--- src/rtl/quad_enc_pkg.sv ---
// ---------------------------------------------------------------------------
// quad_enc_pkg
// Shared definitions for the quadrature encoder family (quad_enc receiver and
// quad_enc_emitter transmitter).
//   - phase_to_ab(): 2-bit phase p -> {A, B} with A = p[1], B = p[1] ^ p[0].
//     Stepping p upward gives the forward sequence (A,B) 00 -> 01 -> 11 -> 10.
//   - rate_state_t:  IDLE / DWELL states of the edge-rate limiter.
//   - FWD / REV:     direction encoding used on dir inputs.
// ---------------------------------------------------------------------------
package quad_enc_pkg;

  typedef enum logic {
    IDLE  = 1'b0,
    DWELL = 1'b1
  } rate_state_t;

  localparam logic FWD = 1'b1;
  localparam logic REV = 1'b0;

  // Gray-code mapping so that successive phases differ in exactly one output.
  function automatic logic [1:0] phase_to_ab(input logic [1:0] p);
    return {p[1], p[1] ^ p[0]};
  endfunction

endpackage

--- src/rtl/quad_enc_emitter_edge_rate_limiter.sv ---
// ---------------------------------------------------------------------------
// edge_rate_limiter
// Spaces output edges: whenever the limiter is IDLE and request is high it
// grants one edge (combinational grant, same cycle) and then holds off in
// DWELL for max(load_value, 1) cycles. Under a continuous request edges are
// therefore exactly max(load_value,1)+1 cycles apart.
// Ports:
//   clk, resetn  : clock and synchronous active-low reset
//   request      : an edge is waiting to be emitted
//   load_value   : dwell length, sampled only in the cycle an edge is granted
//   grant        : one-cycle permission to emit an edge
//   active       : high while in DWELL
// ---------------------------------------------------------------------------
module edge_rate_limiter
  import quad_enc_pkg::*;
#(
  parameter int DWELL_BITS = 16
) (
  input  logic                  clk,
  input  logic                  resetn,
  input  logic                  request,
  input  logic [DWELL_BITS-1:0] load_value,
  output logic                  grant,
  output logic                  active
);

  rate_state_t           state_reg;
  logic [DWELL_BITS-1:0] count_reg;

  assign grant  = (state_reg == IDLE) && request;
  assign active = (state_reg == DWELL);

  always_ff @(posedge clk) begin
    if (!resetn) begin
      state_reg <= IDLE;
      count_reg <= '0;
    end else begin
      case (state_reg)
        IDLE: begin
          if (request) begin
            // A zero dwell still costs one cycle so edges never merge.
            count_reg <= (load_value == '0) ? DWELL_BITS'(1) : load_value;
            state_reg <= DWELL;
          end
        end
        DWELL: begin
          if (count_reg <= DWELL_BITS'(1)) begin
            state_reg <= IDLE;
          end else begin
            count_reg <= count_reg - DWELL_BITS'(1);
          end
        end
        default: state_reg <= IDLE;
      endcase
    end
  end

endmodule

--- src/rtl/quad_enc_emitter.sv ---
// ---------------------------------------------------------------------------
// quad_enc_emitter
// Quadrature encoder emulator: turns internal step/dir pulses into
// rate-limited A/B (and optional Z index) outputs. Steps accumulate in a
// signed backlog (pending); the edge_rate_limiter releases one edge at a time
// toward clearing it.
// Ports:
//   clk, resetn           : clock and synchronous active-low reset
//   step, dir             : one count per step rising edge, dir=1 forward
//   enable                : 0 clears the backlog and ignores steps
//   config_min_dwell      : minimum clk cycles between output edges
//   config_index_period   : counts per index revolution (0 = no index)
//   enc_a, enc_b, enc_z   : registered quadrature / index outputs
//   position              : signed count of emitted edges (wraps)
//   pending               : signed backlog still to emit
//   busy                  : limiter in DWELL or backlog non-zero
//   faultn                : sticky low after a step was dropped on saturation
// Build option: define QUAD_ENC_EMIT_INDEX_EN to include the index (Z)
// counter; otherwise enc_z is constant 0 and config_index_period is ignored.
// ---------------------------------------------------------------------------
module quad_enc_emitter
  import quad_enc_pkg::*;
#(
  parameter int PENDING_BITS = 16,
  parameter int DWELL_BITS   = 16,
  parameter int POS_BITS     = 32,
  parameter int INDEX_BITS   = 16
) (
  input  logic                           clk,
  input  logic                           resetn,
  input  logic                           step,
  input  logic                           dir,
  input  logic                           enable,
  input  logic [DWELL_BITS-1:0]          config_min_dwell,
  input  logic [INDEX_BITS-1:0]          config_index_period,
  output logic                           enc_a,
  output logic                           enc_b,
  output logic                           enc_z,
  output logic signed [POS_BITS-1:0]     position,
  output logic signed [PENDING_BITS-1:0] pending,
  output logic                           busy,
  output logic                           faultn
);

  // Backlog arithmetic is done two bits wider so that overflow is visible
  // before truncation.
  localparam int PW = PENDING_BITS + 2;
  localparam logic signed [PW-1:0] PEND_MAX = {3'b000, {(PENDING_BITS-1){1'b1}}};
  localparam logic signed [PW-1:0] PEND_MIN = -PEND_MAX;
  localparam logic signed [PW-1:0] PEND_ONE = PW'(1);

  logic                           step_prev_reg;
  logic signed [PENDING_BITS-1:0] pending_reg, pending_next;
  logic [1:0]                     phase_reg, phase_next;
  logic signed [POS_BITS-1:0]     position_reg, position_next;
  logic                           enc_a_reg, enc_b_reg, enc_z_reg, enc_z_next;
  logic                           faultn_reg, fault_set;
  logic                           request, grant, limiter_active;
  logic                           step_edge, emit_dir;
  logic [1:0]                     ab_next;
  logic signed [PW-1:0]           pend_ext, after_emit, with_step;

  // step is generated inside this clock domain, so no synchroniser.
  assign step_edge = step & ~step_prev_reg;
  assign emit_dir  = pending_reg[PENDING_BITS-1] ? REV : FWD;
  assign request   = enable && (pending_reg != '0);

  edge_rate_limiter #(
    .DWELL_BITS (DWELL_BITS)
  ) u_limiter (
    .clk        (clk),
    .resetn     (resetn),
    .request    (request),
    .load_value (config_min_dwell),
    .grant      (grant),
    .active     (limiter_active)
  );

  // Backlog update: a step and an emission in the same cycle both apply.
  // Emission always moves toward zero, so only the step can overflow.
  always_comb begin
    pend_ext   = {{2{pending_reg[PENDING_BITS-1]}}, pending_reg};
    after_emit = pend_ext;
    if (grant) begin
      after_emit = (emit_dir == FWD) ? pend_ext - PEND_ONE : pend_ext + PEND_ONE;
    end
    with_step    = (dir == FWD) ? after_emit + PEND_ONE : after_emit - PEND_ONE;
    pending_next = after_emit[PENDING_BITS-1:0];
    fault_set    = 1'b0;
    if (!enable) begin
      pending_next = '0;
    end else if (step_edge) begin
      if ((with_step > PEND_MAX) || (with_step < PEND_MIN)) begin
        fault_set = 1'b1;
      end else begin
        pending_next = with_step[PENDING_BITS-1:0];
      end
    end
  end

  always_comb begin
    phase_next    = phase_reg;
    position_next = position_reg;
    if (grant) begin
      if (emit_dir == FWD) begin
        phase_next    = phase_reg + 2'd1;
        position_next = position_reg + POS_BITS'(1);
      end else begin
        phase_next    = phase_reg - 2'd1;
        position_next = position_reg - POS_BITS'(1);
      end
    end
    ab_next = phase_to_ab(phase_next);
  end

`ifdef QUAD_ENC_EMIT_INDEX_EN
  logic [INDEX_BITS-1:0] ic_reg, ic_next, period_prev_reg;

  // Index counter tracks position modulo the period; a period change (or a
  // zero period) re-anchors it at 0.
  always_comb begin
    ic_next = ic_reg;
    if ((config_index_period == '0) || (config_index_period != period_prev_reg)) begin
      ic_next = '0;
    end else if (grant) begin
      if (emit_dir == FWD) begin
        ic_next = (ic_reg == config_index_period - INDEX_BITS'(1)) ? '0 : ic_reg + INDEX_BITS'(1);
      end else begin
        ic_next = (ic_reg == '0) ? config_index_period - INDEX_BITS'(1) : ic_reg - INDEX_BITS'(1);
      end
    end
    enc_z_next = (config_index_period != '0) && (ic_next == '0) && (phase_next == 2'd0);
  end

  always_ff @(posedge clk) begin
    if (!resetn) begin
      ic_reg          <= '0;
      period_prev_reg <= '0;
    end else begin
      ic_reg          <= ic_next;
      period_prev_reg <= config_index_period;
    end
  end
`else
  logic unused_index;
  assign unused_index = ^config_index_period;
  assign enc_z_next   = 1'b0;
`endif

  always_ff @(posedge clk) begin
    if (!resetn) begin
      step_prev_reg <= 1'b0;
      pending_reg   <= '0;
      phase_reg     <= 2'd0;
      position_reg  <= '0;
      enc_a_reg     <= 1'b0;
      enc_b_reg     <= 1'b0;
      enc_z_reg     <= 1'b0;
      faultn_reg    <= 1'b1;
    end else begin
      step_prev_reg <= step;
      pending_reg   <= pending_next;
      phase_reg     <= phase_next;
      position_reg  <= position_next;
      enc_a_reg     <= ab_next[1];
      enc_b_reg     <= ab_next[0];
      enc_z_reg     <= enc_z_next;
      if (fault_set) begin
        faultn_reg <= 1'b0;
      end
    end
  end

  assign enc_a    = enc_a_reg;
  assign enc_b    = enc_b_reg;
  assign enc_z    = enc_z_reg;
  assign position = position_reg;
  assign pending  = pending_reg;
  assign busy     = limiter_active || (pending_reg != '0);
  assign faultn   = faultn_reg;

endmodule

--- config.mk ---
export PLATFORM = sky130hd
export DESIGN_NAME = quad_enc_emitter
export DESIGN_NICKNAME = d
export VERILOG_FILES = /design/src/rtl/quad_enc_pkg.sv /design/src/rtl/quad_enc_emitter_edge_rate_limiter.sv /design/src/rtl/quad_enc_emitter.sv
export SDC_FILE = /design/constraint.sdc
export NUM_CORES = 1
export LEC_CHECK = 0
export ABC_AREA = 1
export ABC_CLOCK_PERIOD_IN_PS = 9300
export BUFFER_PORTS_ARGS = -buffer_cell sky130_fd_sc_hd__buf_2
export CAP_MARGIN = 15
export CORE_UTILIZATION = 62
export DETAILED_ROUTE_END_ITERATION = 12
export PLACE_DENSITY_LB_ADDON = 0.12
export SYNTH_ARGS = -nofsm -noshare
export SYNTH_HDL_FRONTEND = slang
export SYNTH_SLANG_ARGS = --single-unit
--- constraint.sdc ---
create_clock -name clk -period 9.3 [get_ports clk]
set_clock_uncertainty 0.05 [all_clocks]
set_input_delay 1.395 -clock clk [delete_from_list [all_inputs] [get_ports clk]]
set_output_delay 1.395 -clock clk [all_outputs]
set_load 0.1 [all_outputs]
==> results by group <==
Clock tree
  – CTS resizes: 0
  – Hold_buf cts: 0
  – Htree depth: 3
  – Setup bufs post-CTS: 0
  – Reg clk slew, reported paths: 70 ps
  – Total CTS buffers: 9
  – Clock tree buffer depth: 2
  – Clk root buf: clkbuf_8
  – CTS tree: done
  – Clk_lat worst skew: 360 ps
  – Sink Count: 70

Route
  – Total number of vias: 6647
  – Mean routed wirelength per cell: 12.8 um
  – DR iter-0 viols: 414
  – Post-route ant nets: 0
  – Post-route DRC violation count: 0
  – Drt total wl: 15700 um
  – Drt pass-1 iters: 5
  – DR vias/cell: between 5 and 6

Synth
  – Syn_nets: about 1100
  – Yosys reg bits: 70
  – Mean Syn Cell Area: 6.47 um2
  – Area share of the largest cell type after synthesis: 0.211
  – Mapped Area: 6650 um2
  – Syn. warnings: 0
  – Mapped Cells: 1028
  – Most common cell in the netlist: nand2_1
  – Largest cells by area after synthesis: dfxtp_1 21%, ha_1 12%, nand2_1 11%
  – Ys async rst share: 0
  – Largest area contributor in the netlist: dfxtp_1
  – Synth Flop Type: dfxtp_1
  – Sequential area share after synthesis: 0.211
  – Most frequent cells after synthesis: 199 x nand2_1, 135 x nor2_1, 122 x inv_1, 93 x a21oi_1, 76 x o21ai_0
  – Netlist cell types: 56
  – Number of flops mapped to enable cells by yosys: 0

STA
  – FMAX: 0.171 GHz
  – Final period util: 0.630
  – RSZ-0062 raised after global routing: no
  – Fin. Hold Viols: 0
  – Final Critical Period: between 5000 and 6000 ps
  – Final setup vio count: 0
  – Max_slew headroom: 0.300
  – Setup TNS: 0 ps
  – Fin. max-slew vios: 0
  – Slew @ Worst Pin: 1050 ps
  – Worst setup margin: 3450 ps

Job
  – MaxCap Viol Count: 0

Finish
  – Reg area: 1400 um2
  – Layout area overhead: 9.92%
  – # fillers: 980
  – Area taken by multi-input logic gates: roughly 4600 um2
  – Final core utilization: 0.705
  – Max reg flops: 32
  – Share of layout cells above drive strength 1: 0.126
  – ANT cells: 0
  – Final nets: 1190

Setup path
  – Worst setup EP type: flop
  – Worst Path Arrival: 6050 ps
  – CP Max Fanout: 39
  – Slowest cell on crit path: nand2_1
  – WS Path Type: reg -> reg
  – Worst setup SP type: flop
  – CP most frequent cell: inv_1
  – Worst Path Required: ~9500 ps
  – CP peak stage delay: 770 ps
  – Cell Chain, Critical Path: inv_1, ha_1, nand2_1, nor2_1, nand2_2, nand2_4, clkinv_1, o21ai_0, inv_1, ha_1, inv_1, nor3_1, inv_1, nor3_1, a21oi_1, nand2_2, xor2_2, nand3_1, nand2_1, nand2_2, nor2_1, nor2_1

Global routing
  – Remaining Overflow, GRT: 0
  – Largest net degree at the start of global routing: 40
  – Overall Global Routing Usage: 0.292
  – Initial antenna violation count: 0
  – Vias in the first global route: 5758
  – First-pass GRT wire length: ~26000 um

Floorplan
  – IO Pins: 90
  – Die footprint: 11100 um2
  – CORE AREA: 10400 um2
  – Die X-Extent: approximately 110 um
  – Die H: 106 um
  – Initial Utilization: 0.641
  – Rows: 37

Placed design
  – Post-DP HPWL: 11900 um
  – Pre-CTS setup slack: 3170 ps
  – PortBufs: 72
  – GPL Wtd Cong: 0.921

Outcome
  – Status: finished, final reports clean

Min path
  – Worst Hold Class: reg -> reg
-- final cells by class --
cell class / instances / share of cell area
well taps: 136 / 0.0233
repair buffers: 75 / 0.0524
multi-input cells: 802 / 0.634
flip-flops and latches: 70 / 0.192
clock inverters: 6 / 0.0151
clock buffers: 10 / 0.0175
inverters: 128 / 0.0658
-- critical path: cells and delay by family, from the launching register on --
family | cells | cell delay, ps
AND/OR/NAND/NOR | 12 | 2490
AO/OA/AOI/OAI | 2 | 670
flip-flops | 1 | 320
XOR/XNOR | 1 | 190
buffers and inverters | 5 | 1360
adder cells (fa/ha/maj) | 2 | 650
-- metrics by stage --
stage,hold WS (ps),instance area [um2],std cells
2_1_floorplan,389,6650,1028
3_3_place_gp,402,7070,1211
3_5_place_dp,409,7070,1211
4_1_cts,421,7310,1227
5_1_grt,435,7310,1227
6_report,421,7310,1227
-- layer usage --
metal | track usage | routed length [um]
met1 | 0.432 | 7990
met2 | 0.448 | 6540
met5 | 0 | 0
met3 | 0.0328 | 952
met4 | 0.0813 | 192
-- cell usage in the layout, fill, tap and decap left out, types with 9 or more instances in the layout --
cell type,n
nor2_1,134
nand2_1,199
ha_1,64
nand4_1,11
clkbuf_8,9
xor2_1,26
dfxtp_1,70
a21oi_1,93
nand3_1,44
a21oi_2,12
buf_2,72
a21o_1,9
xnor2_1,18
inv_1,122
a31oi_1,11
nor3_1,9
nand3b_1,11
o21ai_0,76
-- kinds of logic after synthesis --
family,share of synthesized area
flip-flops,0.211
other,0.000564
XOR/XNOR,0.0629
adder cells (fa/ha/maj),0.130
AO/OA/AOI/OAI,0.218
AND/OR/NAND/NOR,0.286
buffers and inverters,0.0924
-- final timing paths --
kind                                                end  depth (start not counted)  slack, ps               startpoint
worst max-delay path                         pending[7]                         22       3450              pending[15]
worst min-delay path            u_limiter.count_reg[14]                          2        420  u_limiter.count_reg[14]
worst max register to register               pending[7]                         22       3450              pending[15]
worst min register to register  u_limiter.count_reg[14]                          2        420  u_limiter.count_reg[14]
Power is not shown: default switching activity piles up to over one toggle a cycle in this logic, so the estimate is an artifact.
